[src/rtl/vip_axi4_wr_arbiter.sv]
// vip_axi4_wr_arbiter: shares one AXI4 write port (AW/W/B) between
// NR_OF_MASTERS_P requesters. One whole write transaction is granted at a
// time in round-robin order; the grant is held from AW selection until the
// B handshake, so at most one transaction is outstanding downstream.
// Optional protocol checker: define VIP_AXI4_WR_ARBITER_PROT_CHECK_EN.

// Per-master handshake gating: only the granted lane sees ready/bvalid.
module vip_axi4_wr_arbiter_lane (
  input  logic sel,
  input  logic aw_rdy,
  input  logic w_rdy,
  input  logic b_vld,
  output logic s_awready,
  output logic s_wready,
  output logic s_bvalid
);
  assign s_awready = sel & aw_rdy;
  assign s_wready  = sel & w_rdy;
  assign s_bvalid  = sel & b_vld;
endmodule

module vip_axi4_wr_arbiter #(
  parameter int NR_OF_MASTERS_P = 2,
  parameter int ID_WIDTH_P      = 4,
  parameter int ADDR_WIDTH_P    = 32,
  parameter int DATA_WIDTH_P    = 32,
  parameter int STRB_WIDTH_P    = DATA_WIDTH_P/8
) (
  input  logic                                    clk,
  input  logic                                    rst_n,
  input  logic [NR_OF_MASTERS_P*ID_WIDTH_P-1:0]   s_awid,
  input  logic [NR_OF_MASTERS_P*ADDR_WIDTH_P-1:0] s_awaddr,
  input  logic [NR_OF_MASTERS_P*8-1:0]            s_awlen,
  input  logic [NR_OF_MASTERS_P*3-1:0]            s_awsize,
  input  logic [NR_OF_MASTERS_P*2-1:0]            s_awburst,
  input  logic [NR_OF_MASTERS_P-1:0]              s_awvalid,
  output logic [NR_OF_MASTERS_P-1:0]              s_awready,
  input  logic [NR_OF_MASTERS_P*DATA_WIDTH_P-1:0] s_wdata,
  input  logic [NR_OF_MASTERS_P*STRB_WIDTH_P-1:0] s_wstrb,
  input  logic [NR_OF_MASTERS_P-1:0]              s_wlast,
  input  logic [NR_OF_MASTERS_P-1:0]              s_wvalid,
  output logic [NR_OF_MASTERS_P-1:0]              s_wready,
  output logic [ID_WIDTH_P-1:0]                   s_bid,
  output logic [1:0]                              s_bresp,
  output logic [NR_OF_MASTERS_P-1:0]              s_bvalid,
  input  logic [NR_OF_MASTERS_P-1:0]              s_bready,
  output logic [ID_WIDTH_P-1:0]                   m_awid,
  output logic [ADDR_WIDTH_P-1:0]                 m_awaddr,
  output logic [7:0]                              m_awlen,
  output logic [2:0]                              m_awsize,
  output logic [1:0]                              m_awburst,
  output logic                                    m_awvalid,
  input  logic                                    m_awready,
  output logic [DATA_WIDTH_P-1:0]                 m_wdata,
  output logic [STRB_WIDTH_P-1:0]                 m_wstrb,
  output logic                                    m_wlast,
  output logic                                    m_wvalid,
  input  logic                                    m_wready,
  input  logic [ID_WIDTH_P-1:0]                   m_bid,
  input  logic [1:0]                              m_bresp,
  input  logic                                    m_bvalid,
  output logic                                    m_bready,
  output logic [NR_OF_MASTERS_P-1:0]              gnt_o,
  output logic                                    prot_err_o
);

  localparam int N     = NR_OF_MASTERS_P;
  localparam int IDX_W = $clog2(N);

  typedef enum logic [1:0] {IDLE, ACTIVE, RESP} state_t;

  state_t             state, state_nxt;
  logic [IDX_W-1:0]   rr_ptr, req_idx, rr_nxt;
  logic [IDX_W:0]     cand;
  logic               req_found;
  logic [N-1:0]       gnt_new;
  logic               aw_done, w_done;

  logic [ID_WIDTH_P-1:0]   sel_awid;
  logic [ADDR_WIDTH_P-1:0] sel_awaddr;
  logic [7:0]              sel_awlen;
  logic [2:0]              sel_awsize;
  logic [1:0]              sel_awburst;
  logic                    sel_awvalid;
  logic [DATA_WIDTH_P-1:0] sel_wdata;
  logic [STRB_WIDTH_P-1:0] sel_wstrb;
  logic                    sel_wlast, sel_wvalid, sel_bready;

  logic act, rsp, aw_rdy, w_rdy, b_vld;
  logic aw_hs, w_hs, w_last_hs, b_hs;

  // Round-robin search: first requester at or after rr_ptr, wrapping upward.
  always_comb begin
    req_found = 1'b0;
    req_idx   = rr_ptr;
    cand      = '0;
    for (int k = 0; k < N; k++) begin
      cand = {1'b0, rr_ptr} + (IDX_W+1)'(k);
      if (cand >= (IDX_W+1)'(N)) cand = cand - (IDX_W+1)'(N);
      if (!req_found && s_awvalid[cand[IDX_W-1:0]]) begin
        req_found = 1'b1;
        req_idx   = cand[IDX_W-1:0];
      end
    end
    rr_nxt  = (req_idx == IDX_W'(N-1)) ? '0 : req_idx + 1'b1;
    gnt_new = '0;
    gnt_new[req_idx] = 1'b1;
  end

  // Grant mux: one-hot select, all-zero when nothing is granted.
  always_comb begin
    sel_awid    = '0;
    sel_awaddr  = '0;
    sel_awlen   = '0;
    sel_awsize  = '0;
    sel_awburst = '0;
    sel_awvalid = 1'b0;
    sel_wdata   = '0;
    sel_wstrb   = '0;
    sel_wlast   = 1'b0;
    sel_wvalid  = 1'b0;
    sel_bready  = 1'b0;
    for (int i = 0; i < N; i++) begin
      if (gnt_o[i]) begin
        sel_awid    = s_awid[i*ID_WIDTH_P +: ID_WIDTH_P];
        sel_awaddr  = s_awaddr[i*ADDR_WIDTH_P +: ADDR_WIDTH_P];
        sel_awlen   = s_awlen[i*8 +: 8];
        sel_awsize  = s_awsize[i*3 +: 3];
        sel_awburst = s_awburst[i*2 +: 2];
        sel_awvalid = s_awvalid[i];
        sel_wdata   = s_wdata[i*DATA_WIDTH_P +: DATA_WIDTH_P];
        sel_wstrb   = s_wstrb[i*STRB_WIDTH_P +: STRB_WIDTH_P];
        sel_wlast   = s_wlast[i];
        sel_wvalid  = s_wvalid[i];
        sel_bready  = s_bready[i];
      end
    end
  end

  assign act = (state == ACTIVE);
  assign rsp = (state == RESP);

  // AW and W run independently; each closes once its handshake completes.
  assign m_awvalid = act & sel_awvalid & ~aw_done;
  assign aw_rdy    = act & m_awready & ~aw_done;
  assign m_wvalid  = act & sel_wvalid & ~w_done;
  assign w_rdy     = act & m_wready & ~w_done;
  assign m_bready  = rsp & sel_bready;
  assign b_vld     = rsp & m_bvalid;

  assign aw_hs     = m_awvalid & m_awready;
  assign w_hs      = m_wvalid & m_wready;
  assign w_last_hs = w_hs & sel_wlast;
  assign b_hs      = rsp & m_bvalid & sel_bready;

  assign m_awid    = sel_awid;
  assign m_awaddr  = sel_awaddr;
  assign m_awlen   = sel_awlen;
  assign m_awsize  = sel_awsize;
  assign m_awburst = sel_awburst;
  assign m_wdata   = sel_wdata;
  assign m_wstrb   = sel_wstrb;
  assign m_wlast   = sel_wlast;
  assign s_bid     = m_bid;
  assign s_bresp   = m_bresp;

  for (genvar g = 0; g < N; g++) begin : g_lane
    vip_axi4_wr_arbiter_lane u_lane (
      .sel       (gnt_o[g]),
      .aw_rdy    (aw_rdy),
      .w_rdy     (w_rdy),
      .b_vld     (b_vld),
      .s_awready (s_awready[g]),
      .s_wready  (s_wready[g]),
      .s_bvalid  (s_bvalid[g])
    );
  end

  // FSM state register.
  always_ff @(posedge clk) begin
    if (!rst_n) state <= IDLE;
    else        state <= state_nxt;
  end

  // FSM next state: a transaction finishes when AW, last W and B are all done.
  always_comb begin
    state_nxt = state;
    case (state)
      IDLE:    if (|s_awvalid) state_nxt = ACTIVE;
      ACTIVE:  if ((aw_done | aw_hs) && (w_done | w_last_hs)) state_nxt = RESP;
      RESP:    if (b_hs) state_nxt = IDLE;
      default: state_nxt = IDLE;
    endcase
  end

  // Grant, round-robin pointer and per-channel completion flags.
  always_ff @(posedge clk) begin
    if (!rst_n) begin
      gnt_o   <= '0;
      rr_ptr  <= '0;
      aw_done <= 1'b0;
      w_done  <= 1'b0;
    end else begin
      case (state)
        IDLE: if (|s_awvalid) begin
          gnt_o  <= gnt_new;
          rr_ptr <= rr_nxt;
        end
        ACTIVE: if (state_nxt == RESP) begin
          aw_done <= 1'b0;
          w_done  <= 1'b0;
        end else begin
          if (aw_hs)     aw_done <= 1'b1;
          if (w_last_hs) w_done  <= 1'b1;
        end
        RESP: if (b_hs) gnt_o <= '0;
        default: gnt_o <= '0;
      endcase
    end
  end

`ifdef VIP_AXI4_WR_ARBITER_PROT_CHECK_EN
  logic [8:0]  beat_cnt;
  logic [7:0]  len_q, len_cur;
  logic [16:0] span;
  logic        aw_known, bad_aw, bad_late, bad_last, prot_err_q;

  // W beats seen before the AW are judged once the AW is captured.
  assign aw_known = aw_done | aw_hs;
  assign len_cur  = aw_done ? len_q : sel_awlen;
  assign span     = 17'(sel_awaddr[11:0]) + ((17'(sel_awlen) + 17'd1) << sel_awsize);
  assign bad_aw   = aw_hs & ((sel_awburst == 2'b11) |
                             ((sel_awburst == 2'b01) & (span > 17'd4096)));
  assign bad_late = aw_hs & w_done & (beat_cnt != ({1'b0, sel_awlen} + 9'd1));
  assign bad_last = w_last_hs & aw_known & (beat_cnt != {1'b0, len_cur});
  assign prot_err_o = prot_err_q;

  // Beat counter, captured AW length and the sticky error flag.
  always_ff @(posedge clk) begin
    if (!rst_n) begin
      beat_cnt   <= '0;
      len_q      <= '0;
      prot_err_q <= 1'b0;
    end else begin
      if (aw_hs) len_q <= sel_awlen;
      if (state == IDLE || state_nxt == RESP) beat_cnt <= '0;
      else if (w_hs)                          beat_cnt <= beat_cnt + 9'd1;
      if (bad_aw | bad_late | bad_last) prot_err_q <= 1'b1;
    end
  end
`else
  assign prot_err_o = 1'b0;
`endif

endmodule
[config.mk]
export PLATFORM = sky130hd
export DESIGN_NAME = vip_axi4_wr_arbiter
export DESIGN_NICKNAME = d
export VERILOG_FILES = /design/src/rtl/vip_axi4_wr_arbiter.sv
export SDC_FILE = /design/constraint.sdc
export NUM_CORES = 1
export LEC_CHECK = 0
export CORE_AREA = 2 2 114 116
export CTS_CLUSTER_SIZE = 20
export DETAILED_ROUTE_END_ITERATION = 12
export DIE_AREA = 0 0 116 118
export PLACE_DENSITY = 0.51
export SLEW_MARGIN = 5
export SYNTH_ARGS = -nofsm -noshare
export SYNTH_HDL_FRONTEND = slang
export SYNTH_HIERARCHICAL = 1
export SYNTH_SLANG_ARGS = --single-unit
[constraint.sdc]
create_clock -name clk -period 3.4 [get_ports clk]
set_input_delay 0.34 -clock clk [delete_from_list [all_inputs] [get_ports clk]]
set_output_delay 0.34 -clock clk [all_outputs]
set_load 0.02 [all_outputs]
==> flow_metrics.py <==
metrics = {
    "outcome": {
        "status": "finished clean",
    },
    "global_routing": {
        "antenna_found_initial": 2,
        "grt_max_degree": 85,
        "grt_pass1_vias": 2570,
        "grt_pass1_wl_mm": 15.1,
        "grt_use_total_pct": 13.9,
        "grt_overflow": 0,
    },
    "routing": {
        "drtAntennaViolNets": 0,
        "vias": 2575,
        "wl_per_cell_um": 17.5,
        "firstDrtPassIters": 4,
        "drtIter0Drc": 59,
        "drt-total-wl_mm": 10.7,
        "drc_errors": 0,
        "via_per_inst": 4.24,
    },
    "yosys": {
        "yosys.area.top_type_share_pct": 52.7,
        "syn_inst": 177,
        "ys_seq_area_share_pct": 9.81,
        "avgSynthCellArea_um2": 8.07,
        "ys_warn_count": 6,
        "synth.area.top_cells": "a22o_1 53%, dfxtp_1 9.8%, buf_4 7.4%",
        "synth_area_leader_cell": "a22o_1",
        "ys_ff_latch": 7,
        "syn_area_um2": 1430,
        "ys_types": 31,
        "syn_nets": 366,
    },
    "critical_path": {
        "cp_data_required_time_ps": 3060,
        "worst_path_largest_cell_delay_ps": 740,
        "cp-end-kind": "output pin",
        "cp_num_buf_inv": 2,
        "crit_chain": "buf_4 > a22o_1 > clkdlybuf4s50_1",
        "worstSetupPathType": "flip-flop to output pin",
        "cp.arrival_ps": 2430,
        "slowest_stage": "dfxtp_4",
        "cp_top_family": "buffers and inverters",
        "start_kind": "flip-flop",
        "crit_path_max_fanout": 58,
    },
    "sta": {
        "report.final.slew_viol_count": 0,
        "setup_viol": 0,
        "fin_crit_sh_pct": 81.4,
        "clock.fmax_ghz": 0.361,
        "grt_setup_unrepaired": "false",
        "hold_viol_final": 0,
        "relSlewSlack_pct": 57.7,
        "fin_tns_setup_ps": 0,
        "tightest_slew_ps": 634,
        "min_period_ps": 2770,
        "clock_skew_ps": 2.02,
    },
    "floorplanning": {
        "core-area_um2": 12400,
        "dieArea_um2": 13700,
        "die-width_um": 116,
        "rows": 41,
        "die_y_um": 118,
        "ios": 293,
        "initial_core_util_pct": 11.5,
    },
    "finish": {
        "final_cell_mix": "279 x clkdlybuf4s50_1, 86 x a22o_1, 7 x nor2_1, 7 x and2_1, 6 x dfxtp_1",
        "syn_to_final_growth_pct": 206,
        "drive_above_1_share_pct": 3.00,
        "fin_area_um2": 4380,
        "final_common_cell": "clkdlybuf4s50_1",
        "layout.nets": 624,
    },
    "placement": {
        "portBuffers": 279,
        "place_area_um2": 4300,
        "dpl.hpwl_mm": 8.74,
        "place_congestion": 0.867,
    },
    "pwr": {
        "clockPowerShare_pct": 21.1,
        "power_density_nw_per_um2": 217,
        "switchingPower_mw": 0.317,
        "power_frac_seq_pct": 11.1,
        "p_sw_share_pct": 33.4,
        "power_frac_comb_pct": 67.8,
        "p_leak_nw": 1.60,
        "total_power_mw": 0.949,
        "internal_power_mw": 0.631,
        "peakVddDrop_mv": 0.0952,
    },
    "clocking": {
        "h-tree-depth": 1,
        "hold_buffers": 0,
        "clkTransAtPathRegs_ps": 30,
        "root_buffer": "clkbuf_16",
        "cts_resized": 0,
        "cts_tree": "built",
        "numCtsBuffers": 3,
        "clk_latency_ps": 230,
        "cts_max_path_buffers": 2,
        "cts_setup_buffers": 0,
        "cts.sinks": 7,
    },
    "flow_run": {
        "drv_cap": 0,
    },
    "worst_hold_path": {
        "hold_class": "flip-flop to flip-flop",
    },
}
==> path summary, 6_finish.rpt <==
path / slack (ps) / end / cells after the start / startpoint
worst max register to register: 1710 / state[1] / 3 / gnt_o[1]
worst min register to register: 500 / rr_ptr / 2 / rr_ptr
worst max-delay path: 630 / m_awaddr[4] / 3 / gnt_o[1]
worst min-delay path: 500 / rr_ptr / 2 / rr_ptr
==> metal layers <==
| layer | GRT usage [%] | part of all wire [%] | up-vias | wire length, um |
|---|---|---|---|---|
| met3 | 3.40 | 8.4 | 12 | 899 |
| met5 | 0 | 0 | - | 0 |
| met1 | 15.5 | 38 | 1201 | 4040 |
| li1 | - | - | 1232 | - |
| met2 | 25.7 | 52 | 130 | 5600 |
| met4 | 4.09 | 1.2 | 0 | 131 |
==> worst min-delay path, cell delays in order (launching register included) <==
cell     delay [ps]
dfxtp_1         330
a21oi_1          50
nor2_1           90
==> layout make-up <==
type / count / area [um2]
Multi-Input combinational cell: 139 / 1100
Tap cell: 172 / 215
Fill cell: 1297 / 8040
Clock buffer: 4 / 78.8
Sequential cell: 7 / 144
Antenna cell: 2 / 5.00
Timing Repair Buffer: 281 / 2820
Inverter: 3 / 11.3
==> state kept, by name (all words and copies together), names as in the netlist <==
signal   count
aw_done      1
gnt_o        2
rr_ptr       1
state        2
w_done       1
==> cell families after synthesis <==
logic type             count (synthesis)  share of synthesized area [%]
buffers and inverters                 31                           13.2
and+or+nand+nor                       35                           13.5
other                                  1                          0.262
DFF                                    7                           9.81
AOI/OAI and AO/OA                    103                           63.2
==> per-stage QoR <==
step / hold slack, ps / cells / worst slack [ps] / util [%]
global placement: 487 / 602 / 913 / 34.6
global route: 536 / 608 / 512 / 35.3
CTS: 502 / 606 / 630 / 35.2
finish: 504 / 608 / 632 / 35.3
detailed placement: 493 / 602 / 878 / 34.6
floorplan: 465 / 177 / 1630 / -
==> synth_stat cells <==
cell / number
nor3b_1: 1
clkbuf_1: 3
a31o_2: 2
nand2_1: 3
buf_6: 1
nor2b_2: 1
a21oi_2: 1
conb_1: 1
o31ai_4: 1
a31oi_1: 1
nor3_1: 4
and3b_1: 1
nand3_1: 4
dfxtp_1: 7
a311oi_2: 1
nor2_1: 7
inv_1: 3
and2_1: 7
o211a_1: 1
o22ai_1: 1
a22o_1: 86
buf_2: 10
a22oi_2: 1
nor2b_1: 1
nand3b_1: 2
a21oi_1: 4
buf_4: 14
nand2b_1: 4
o21ai_0: 1
a32o_1: 2
o31ai_1: 1
==> power groups by stage <==
| stage | Combinational [mW] | Sequential (mW) | Clock [mW] |
|---|---|---|---|
| after detailed placement | 0.644 | 0.106 | 0 |
| after CTS | 0.647 | 0.105 | 0.204 |
| after floorplan | 0.267 | 0.0937 | 0 |
| final | 0.643 | 0.105 | 0.200 |
| after global placement | 0.644 | 0.106 | 0 |
| after global routing | 0.676 | 0.107 | 0.209 |
(Power assumes the default switching activity.)
